===== src/rtl/ex_mem_stage.sv =====
// ex_mem_stage: EX/MEM pipeline boundary of the RISC-V core.
//
// This stage registers the execute-stage result and control for each
// instruction. It resolves taken branches and jumps, then passes an
// in-order record to the memory stage. A taken accept raises a
// one-cycle PC redirect pulse on the following cycle.
//
// Build option EX_MEM_SKID_EN:
//   defined   -> 2-entry FIFO. in_ready depends only on registered
//                occupancy, so there is no combinational path from
//                out_ready to in_ready.
//   undefined -> single entry. in_ready = empty | out_ready, which is
//                combinational through out_ready.
//
// Handshake rules, used on both the input and the output side:
//   - A transfer happens on a rising edge where valid && ready.
//   - The producer holds valid and the payload steady until the
//     transfer happens.
//   - The consumer may change ready freely.
//   - out_* always shows the head entry. It stays stable while
//     out_valid && !out_ready.
module ex_mem_stage #(
    parameter int DATA_WIDTH = 32,
    parameter int REG_ADDR_W = 5
) (
    input  logic                  clk,
    input  logic                  rst_n,
    // execute-side handshake and payload
    input  logic                  in_valid,
    output logic                  in_ready,
    input  logic [DATA_WIDTH-1:0] alu_result,
    input  logic [DATA_WIDTH-1:0] store_data,
    input  logic [DATA_WIDTH-1:0] pc_plus4,
    input  logic [DATA_WIDTH-1:0] branch_target,
    input  logic [REG_ADDR_W-1:0] rd,
    input  logic [2:0]            funct3,
    input  logic                  reg_write,
    input  logic                  mem_read,
    input  logic                  mem_write,
    input  logic                  mem_to_reg,
    input  logic                  branch,
    input  logic                  jal,
    input  logic                  jalr,
    input  logic                  flush,
    // memory-side handshake and payload
    output logic                  out_valid,
    input  logic                  out_ready,
    output logic [DATA_WIDTH-1:0] out_result,
    output logic [DATA_WIDTH-1:0] out_store_data,
    output logic [REG_ADDR_W-1:0] out_rd,
    output logic [2:0]            out_funct3,
    output logic                  out_reg_write,
    output logic                  out_mem_read,
    output logic                  out_mem_write,
    output logic                  out_mem_to_reg,
    // fetch redirect
    output logic                  redirect_valid,
    output logic [DATA_WIDTH-1:0] redirect_pc
);

`ifdef EX_MEM_SKID_EN
    localparam int DEPTH = 2;
`else
    localparam int DEPTH = 1;
`endif

    // Record handed to the memory stage. Control bits pass through unaltered.
    typedef struct packed {
        logic [DATA_WIDTH-1:0] result;
        logic [DATA_WIDTH-1:0] store_data;
        logic [REG_ADDR_W-1:0] rd;
        logic [2:0]            funct3;
        logic                  reg_write;
        logic                  mem_read;
        logic                  mem_write;
        logic                  mem_to_reg;
    } rec_t;

    // Two storage slots always exist.
    // In the single-entry build the pointers stay at 0, so slot 1 is
    // never written.
    rec_t                  r_mem [2];
    logic                  r_rd_ptr;
    logic                  r_wr_ptr;
    logic [1:0]            r_count;
    logic                  r_redirect_valid;
    logic [DATA_WIDTH-1:0] r_redirect_pc;

    logic                  w_accept;
    logic                  w_deq;
    logic                  w_taken;
    logic                  w_is_jump;
    logic [DATA_WIDTH-1:0] w_target_raw;
    logic [DATA_WIDTH-1:0] w_target;
    rec_t                  w_rec;
    rec_t                  w_head;

    // Pointer advance: toggles for the 2-entry FIFO, pinned to 0 for a single entry.
    function automatic logic adv_ptr(input logic p);
        return (DEPTH == 2) ? ~p : 1'b0;
    endfunction

`ifdef EX_MEM_SKID_EN
    // Ready depends only on occupancy, which breaks the out_ready -> in_ready path.
    assign in_ready = (r_count < 2'd2);
`else
    // A single slot can take new data in the same cycle it drains.
    assign in_ready = (r_count == 2'd0) || out_ready;
`endif

    assign out_valid = (r_count != 2'd0);
    assign w_deq     = out_valid && out_ready;
    // flush kills any accept in the same cycle, including its redirect.
    assign w_accept  = in_valid && in_ready && !flush;

    // Branch decision uses only alu_result[0]; jumps are always taken.
    assign w_is_jump    = jal | jalr;
    assign w_taken      = w_is_jump | (branch & alu_result[0]);
    assign w_target_raw = jalr ? alu_result : branch_target;
    assign w_target     = {w_target_raw[DATA_WIDTH-1:1], 1'b0};

    // Assemble the record; jumps write the link address back to rd.
    always_comb begin
        w_rec            = '0;
        w_rec.result     = w_is_jump ? pc_plus4 : alu_result;
        w_rec.store_data = store_data;
        w_rec.rd         = rd;
        w_rec.funct3     = funct3;
        w_rec.reg_write  = reg_write;
        w_rec.mem_read   = mem_read;
        w_rec.mem_write  = mem_write;
        w_rec.mem_to_reg = mem_to_reg;
    end

    // Storage, pointers and occupancy; flush empties the queue on the next edge.
    always_ff @(posedge clk or negedge rst_n) begin
        if (!rst_n) begin
            r_mem[0] <= '0;
            r_mem[1] <= '0;
            r_rd_ptr <= 1'b0;
            r_wr_ptr <= 1'b0;
            r_count  <= 2'd0;
        end else if (flush) begin
            r_rd_ptr <= 1'b0;
            r_wr_ptr <= 1'b0;
            r_count  <= 2'd0;
        end else begin
            if (w_accept) begin
                r_mem[r_wr_ptr] <= w_rec;
                r_wr_ptr        <= adv_ptr(r_wr_ptr);
            end
            if (w_deq) begin
                r_rd_ptr <= adv_ptr(r_rd_ptr);
            end
            case ({w_accept, w_deq})
                2'b10:   r_count <= r_count + 2'd1;
                2'b01:   r_count <= r_count - 2'd1;
                default: r_count <= r_count;
            endcase
        end
    end

    // One-cycle redirect pulse after a taken accept; the target is held until the next one.
    always_ff @(posedge clk or negedge rst_n) begin
        if (!rst_n) begin
            r_redirect_valid <= 1'b0;
            r_redirect_pc    <= '0;
        end else begin
            r_redirect_valid <= w_accept && w_taken;
            if (w_accept && w_taken) begin
                r_redirect_pc <= w_target;
            end
        end
    end

    // Head-of-queue view presented to the memory stage.
    always_comb begin
        w_head = r_mem[r_rd_ptr];
    end

    assign out_result     = w_head.result;
    assign out_store_data = w_head.store_data;
    assign out_rd         = w_head.rd;
    assign out_funct3     = w_head.funct3;
    assign out_reg_write  = w_head.reg_write;
    assign out_mem_read   = w_head.mem_read;
    assign out_mem_write  = w_head.mem_write;
    assign out_mem_to_reg = w_head.mem_to_reg;
    assign redirect_valid = r_redirect_valid;
    assign redirect_pc    = r_redirect_pc;

endmodule

===== config.mk =====
export PLATFORM = sky130hd
export DESIGN_NAME = ex_mem_stage
export DESIGN_NICKNAME = d
export VERILOG_FILES = /design/src/rtl/ex_mem_stage.sv
export SDC_FILE = /design/constraint.sdc
export NUM_CORES = 1
export LEC_CHECK = 0
export CORE_ASPECT_RATIO = 2
export CORE_UTILIZATION = 35
export CTS_BUF_LIST = sky130_fd_sc_hd__clkbuf_2 sky130_fd_sc_hd__clkbuf_4 sky130_fd_sc_hd__clkbuf_8
export DETAILED_ROUTE_END_ITERATION = 10
export PLACE_DENSITY = 0.74
export SLEW_MARGIN = 15
export SYNTH_ARGS = -nofsm -noshare
export SYNTH_HDL_FRONTEND = slang
export SYNTH_SLANG_ARGS = --single-unit

===== constraint.sdc =====
create_clock -name clk -period 2.58 [get_ports clk]
set_clock_uncertainty 0.05 [all_clocks]
set_input_delay 0.387 -clock clk [delete_from_list [all_inputs] [get_ports clk]]
set_output_delay 0.387 -clock clk [all_outputs]
set_load 0.01 [all_outputs]

**Word-level counts from Yosys, hierarchy flattened**

Cells that the tools add are included.

- Bits in registers: 188
- Bits of input ports: 148
- Output and inout bits: 111
- Word-level logic and storage cells: 61

- Add/subtract/negate cells: 2
- Order comparisons: 3
- Eq/ne operators: 2
- Multiplexer cells: 14
- Bitwise gates (word level): 6
- Reductions and logical operators: 13

Operator list:

| operator | number |
|---|---|
| $mux 76 | 4 |
| $bwmux 152 | 1 |
| $demux 76 s1 | 1 |
| $mux 32 | 2 |
| $reduce_bool 2->1 | 3 |
| $logic_and 1x1->1 | 5 |
| $ge 2x2->1 const B | 2 |
| $mux 1 | 4 |
| $not 1->2 | 2 |
| $pmux 2 s2 | 1 |
| $reduce_bool 3->1 | 1 |
| $add 2x1->2 const B | 1 |
| $eq 2x1->1 const B | 1 |
| $eq 2x2->1 const B | 1 |
| $logic_not 2->1 | 1 |
| $lt 2x1->1 const B | 1 |
| $mux 2 | 1 |
| $or 1x1->1 | 2 |
| $reduce_and 2->1 | 1 |
| $sub 2x1->2 const B | 1 |
| $and 1x1->1 | 1 |
| $logic_not 1->1 | 1 |
| $logic_or 1x1->1 | 1 |
| $not 1->1 | 1 |

**Depth between registers and ports, before layout**

Gate-level depths: netlist (run 1).

- Depth in word-level cells: 7
- Depth in mapped cells: 6
- Mapped depth without buffers: 3

**Least setup slack after synthesis (run 1)**

OpenSTA, ideal clock, no wires.

- Path type: in2reg
- Start: in jalr
- End: reg r_mem[150] in the netlist's numbering
- Setup time: 0.125 ns
- Arrival time: 1.489 ns
- Required time: 2.405 ns
- Setup slack: 0.916 ns
- Stages on the path: 5
- Buffers on the path: 2
- Cell sequence: buf_6 > nor2_2 > buf_4 > mux2_2 > mux2_2

- Word-level cells in the longest chain between the ends: 3

RTL lines:

| what | line | RTL |
|---|---|---|
| start, declared | 43 | `input logic jalr,` |
| $or 1x1->1 | 117 | `assign w_is_jump = jal \| jalr;` |
| $mux 32 | 125 | `w_rec.result = w_is_jump ? pc_plus4 : alu_result;` |
| $bwmux 152 | 149 | `r_mem[r_wr_ptr] <= w_rec;` |
| end signal, assigned by index | 149 |  |
| end, declared | 82 | `rec_t r_mem [2];` |

No other way between the ends.
A chain may end at the register's enable or synchronous reset.

**Worst setup path after layout (run 1)**

- Start: reg r_count[1]
- End: out in_ready

- Word-level cells in the longest chain between the ends: 2

RTL lines:

| what | line | RTL |
|---|---|---|
| start, declared | 85 | `logic [1:0] r_count;` |
| start signal, assigned | 156 | `2'b10: r_count <= r_count + 2'd1;` |
| start signal, assigned | 157 | `2'b01: r_count <= r_count - 2'd1;` |
| start signal, assigned | 158 | `default: r_count <= r_count;` |
| $logic_not 2->1 | 108 | `assign in_ready = (r_count == 2'd0) \|\| out_ready;` |
| $logic_or 1x1->1 | 108 |  |
| end, declared | 30 | `output logic in_ready,` |

No other way between the ends.

==> run metrics, run 1 <==
worst path required time=2.14 ns; Final Worst Setup Slack=0.229 ns; fin crit share=91.1%; Clk Latency, worst-skew pair=0.35 ns; Die ar.=between 10000 and 15000 um^2; RSZ-0062 raised after global routing=no; critical path class=flip-flop to primary output; Avg Inst Size Synth=approximately 14 um^2; vias after detailed routing=3830; Hold Path Class=input port to async pin; Slew Limit Fails=0; Antenna Cells=0; crit path time final=about 2.4 ns; internal power=about 3.6 mW; crit path buf inv count=1; fin nets=roughly 750; Synth Register Bits=110; vias in the first global route=4168; Rows=61; GRT overflow=0; antenna violation net count after detailed routing=0; Clk network pwr share=21.5%; die width=86.7 um; Final TNS setup=0 ns; metal2 WL=between 7000 and 8000 um; Critical Path AT=between 1.5 and 2 ns; postcts setup bufs=0; P&R area growth vs syn=59.0%; CP Max Fanout=18; Core Box Area=14000 um^2; pwr/cell area=a little over 600 nW/um^2; CTS Root Cell=clkbuf_8; number of I/O port buffers=256; drt total wl=approximately 14000 um; total track usage=approximately a fifth; Routed wire per std cell=18.3 um; share of power burned in registers=about 44%; Max-cap violations=0; routability cong.=a little under 0.8; htree depth=3; most common cell after layout, fill and taps aside=clkdlybuf4s50_1; combinational group share of total power=34.1%; Seq/Total Area, Yosys=54.8%; initial antenna violation count=0; die height=around 170 um; DR top layer=met4; post-synth net total=498; DRC Markers=0; I/O pin cnt=259; CTS tree=built; status=completed; commonest cells after routing, fill and taps aside=254 x clkdlybuf4s50_1, 110 x dfrtp_1, 84 x mux2_2; unique cell type count in the Yosys netlist=23; Worst Setup Slack post-DPL=0.285 ns; family with the most delay on the worst path=buffers and inverters; Worst setup SP type=flip-flop; Starting Density=36.0%; Iter 0 DRT Violations=125; share of post-route cells with drive strength above 1=24.3%; Cells after Synth=350; M1 wire length=around 5300 um; vias per cell=4.83; critical-path cell list=o21bai_4 > clkdlybuf4s50_1; Sw Ratio=approximately 28%; slew at the pin closest to its max-slew limit=between 0.5 and 0.6 ns; first-pass GRT wire length=21800 um; Num Clock Sinks=110; Hold Vio Cnt, Final=0; Slowest cell on crit path=clkdlybuf4s50_1; crit path capture type=primary output; Initial DRT Pass Iterations=4; YS warnings=0; Max stage delay on crit path=around 0.70 ns; Max Clock Freq=0.425 GHz; IR drop worst, VDD=0.000339 V; final setup vio count=0; Reg clk slew, reported paths=0.12 ns; switching pwr=approximately 1.4 mW; Pleak=3.25 nW; largest net degree at the start of global routing=54; clock buffer depth=2; Mapped Area=between 5000 and 6000 um^2; Slew HR=66.4%; metal3 WL=747 um; CTS Buf Count=9; hpwl dp=11300 um
[registers in the layout (all words and copies together) (netlist names)]
signal / cells
redirect_valid: 1
redirect_pc: 31
r_count: 2
r_mem: 76
[through the flow]
step / hold WS [ns] / utilization, % / total power, mW / cells / cell area (um^2)
global route: 0.435 / 57.2 / 5.22 / 793 / 7990
detailed placement: 0.306 / 55.7 / 3.96 / 777 / 7780
global placement: 0.297 / 55.7 / 3.92 / 777 / 7780
floorplan: 0.0414 / - / 2.90 / 350 / 5020
finish: 0.436 / 57.2 / 4.98 / 793 / 7990
CTS: 0.423 / 57.2 / 5.06 / 793 / 7990
[worst paths after layout]
check	startpoint	endpoint	slack (ns)	depth (start not counted)
max in group asynchronous	rst_n	redirect_pc[9]	1.32	3
worst min-delay path	rst_n	r_mem[141]	0.44	2
worst max register to register	r_count[1]	redirect_pc[1]	0.60	4
min in group clk	r_mem[113]	r_mem[113]	0.45	1
worst min register to register	r_mem[113]	r_mem[113]	0.45	1
worst max-delay path	r_count[1]	in_ready	0.23	2
[power by group through the flow]
stage | Sequential (mW) | Combinational, mW | Clock (mW)
floorplan | 2.38 | 0.515 | 0
global placement | 2.22 | 1.69 | 0
global route | 2.25 | 1.81 | 1.17
detailed placement | 2.24 | 1.72 | 0
CTS | 2.21 | 1.73 | 1.12
finish | 2.21 | 1.70 | 1.07
[what timing repair did]
item	4_1_cts	5_1_grt
endpoints found under the setup margin	0	0
hold buffers	1	0
gates resized for setup	0	0
hold endpoints to repair	30	0
[cell type report]
cell class | instances | area [um^2]
fillers | 1163 | 5980
flip-flops and latches | 110 | 2750
repair buffers | 268 | 2700
multi-input cells | 210 | 2100
well taps | 189 | 236
clock buffers | 9 | 124
clock inverters | 6 | 76.3
inverters | 1 | 3.75
[synthesized netlist by cell type (all sizes together)]
master / instances / share of area [%]
o21ai: 1 / 0.10
nor2: 1 / 0.12
inv: 1 / 0.075
mux2: 116 / 28
or2: 1 / 0.12
and2b: 1 / 0.15
o21bai: 1 / 0.15
dfrtp: 110 / 55
a31oi: 27 / 3.4
buf: 20 / 3.2
nor3b: 2 / 0.30
and3: 1 / 0.12
clkbuf: 9 / 0.67
mux2i: 28 / 5.6
nand2: 1 / 0.075
conb: 1 / 0.075
a21oi: 28 / 2.8
a211o: 1 / 0.17
[cells by family (layout without fill, tap and decap cells)]
logic type | after synthesis | after routing | share of synthesized area (%)
multiplexers | 144 | 144 | 33.7
AND/OR/NAND/NOR | 7 | 7 | 0.897
buffers and inverters | 30 | 284 | 3.91
flip-flops | 110 | 110 | 54.8
other | 1 | 1 | 0.0746
AO/OA/AOI/OAI | 58 | 58 | 6.58
[layer usage]
layer | up-vias | global-route usage [%]
li1 | 1774 | -
met1 | 1850 | 20.8
met2 | 178 | 35.4
met3 | 28 | 3.36
met4 | 0 | 11.2
met5 | - | 0
Note: power is estimated with default switching activity, not from simulation.
==> run 2, diff against run 1 <==
Settings changed: SLEW_MARGIN 15 to 20.
==> results of run 2 <==
No change in the layout: final DEF, timing and power equal those of run 1.
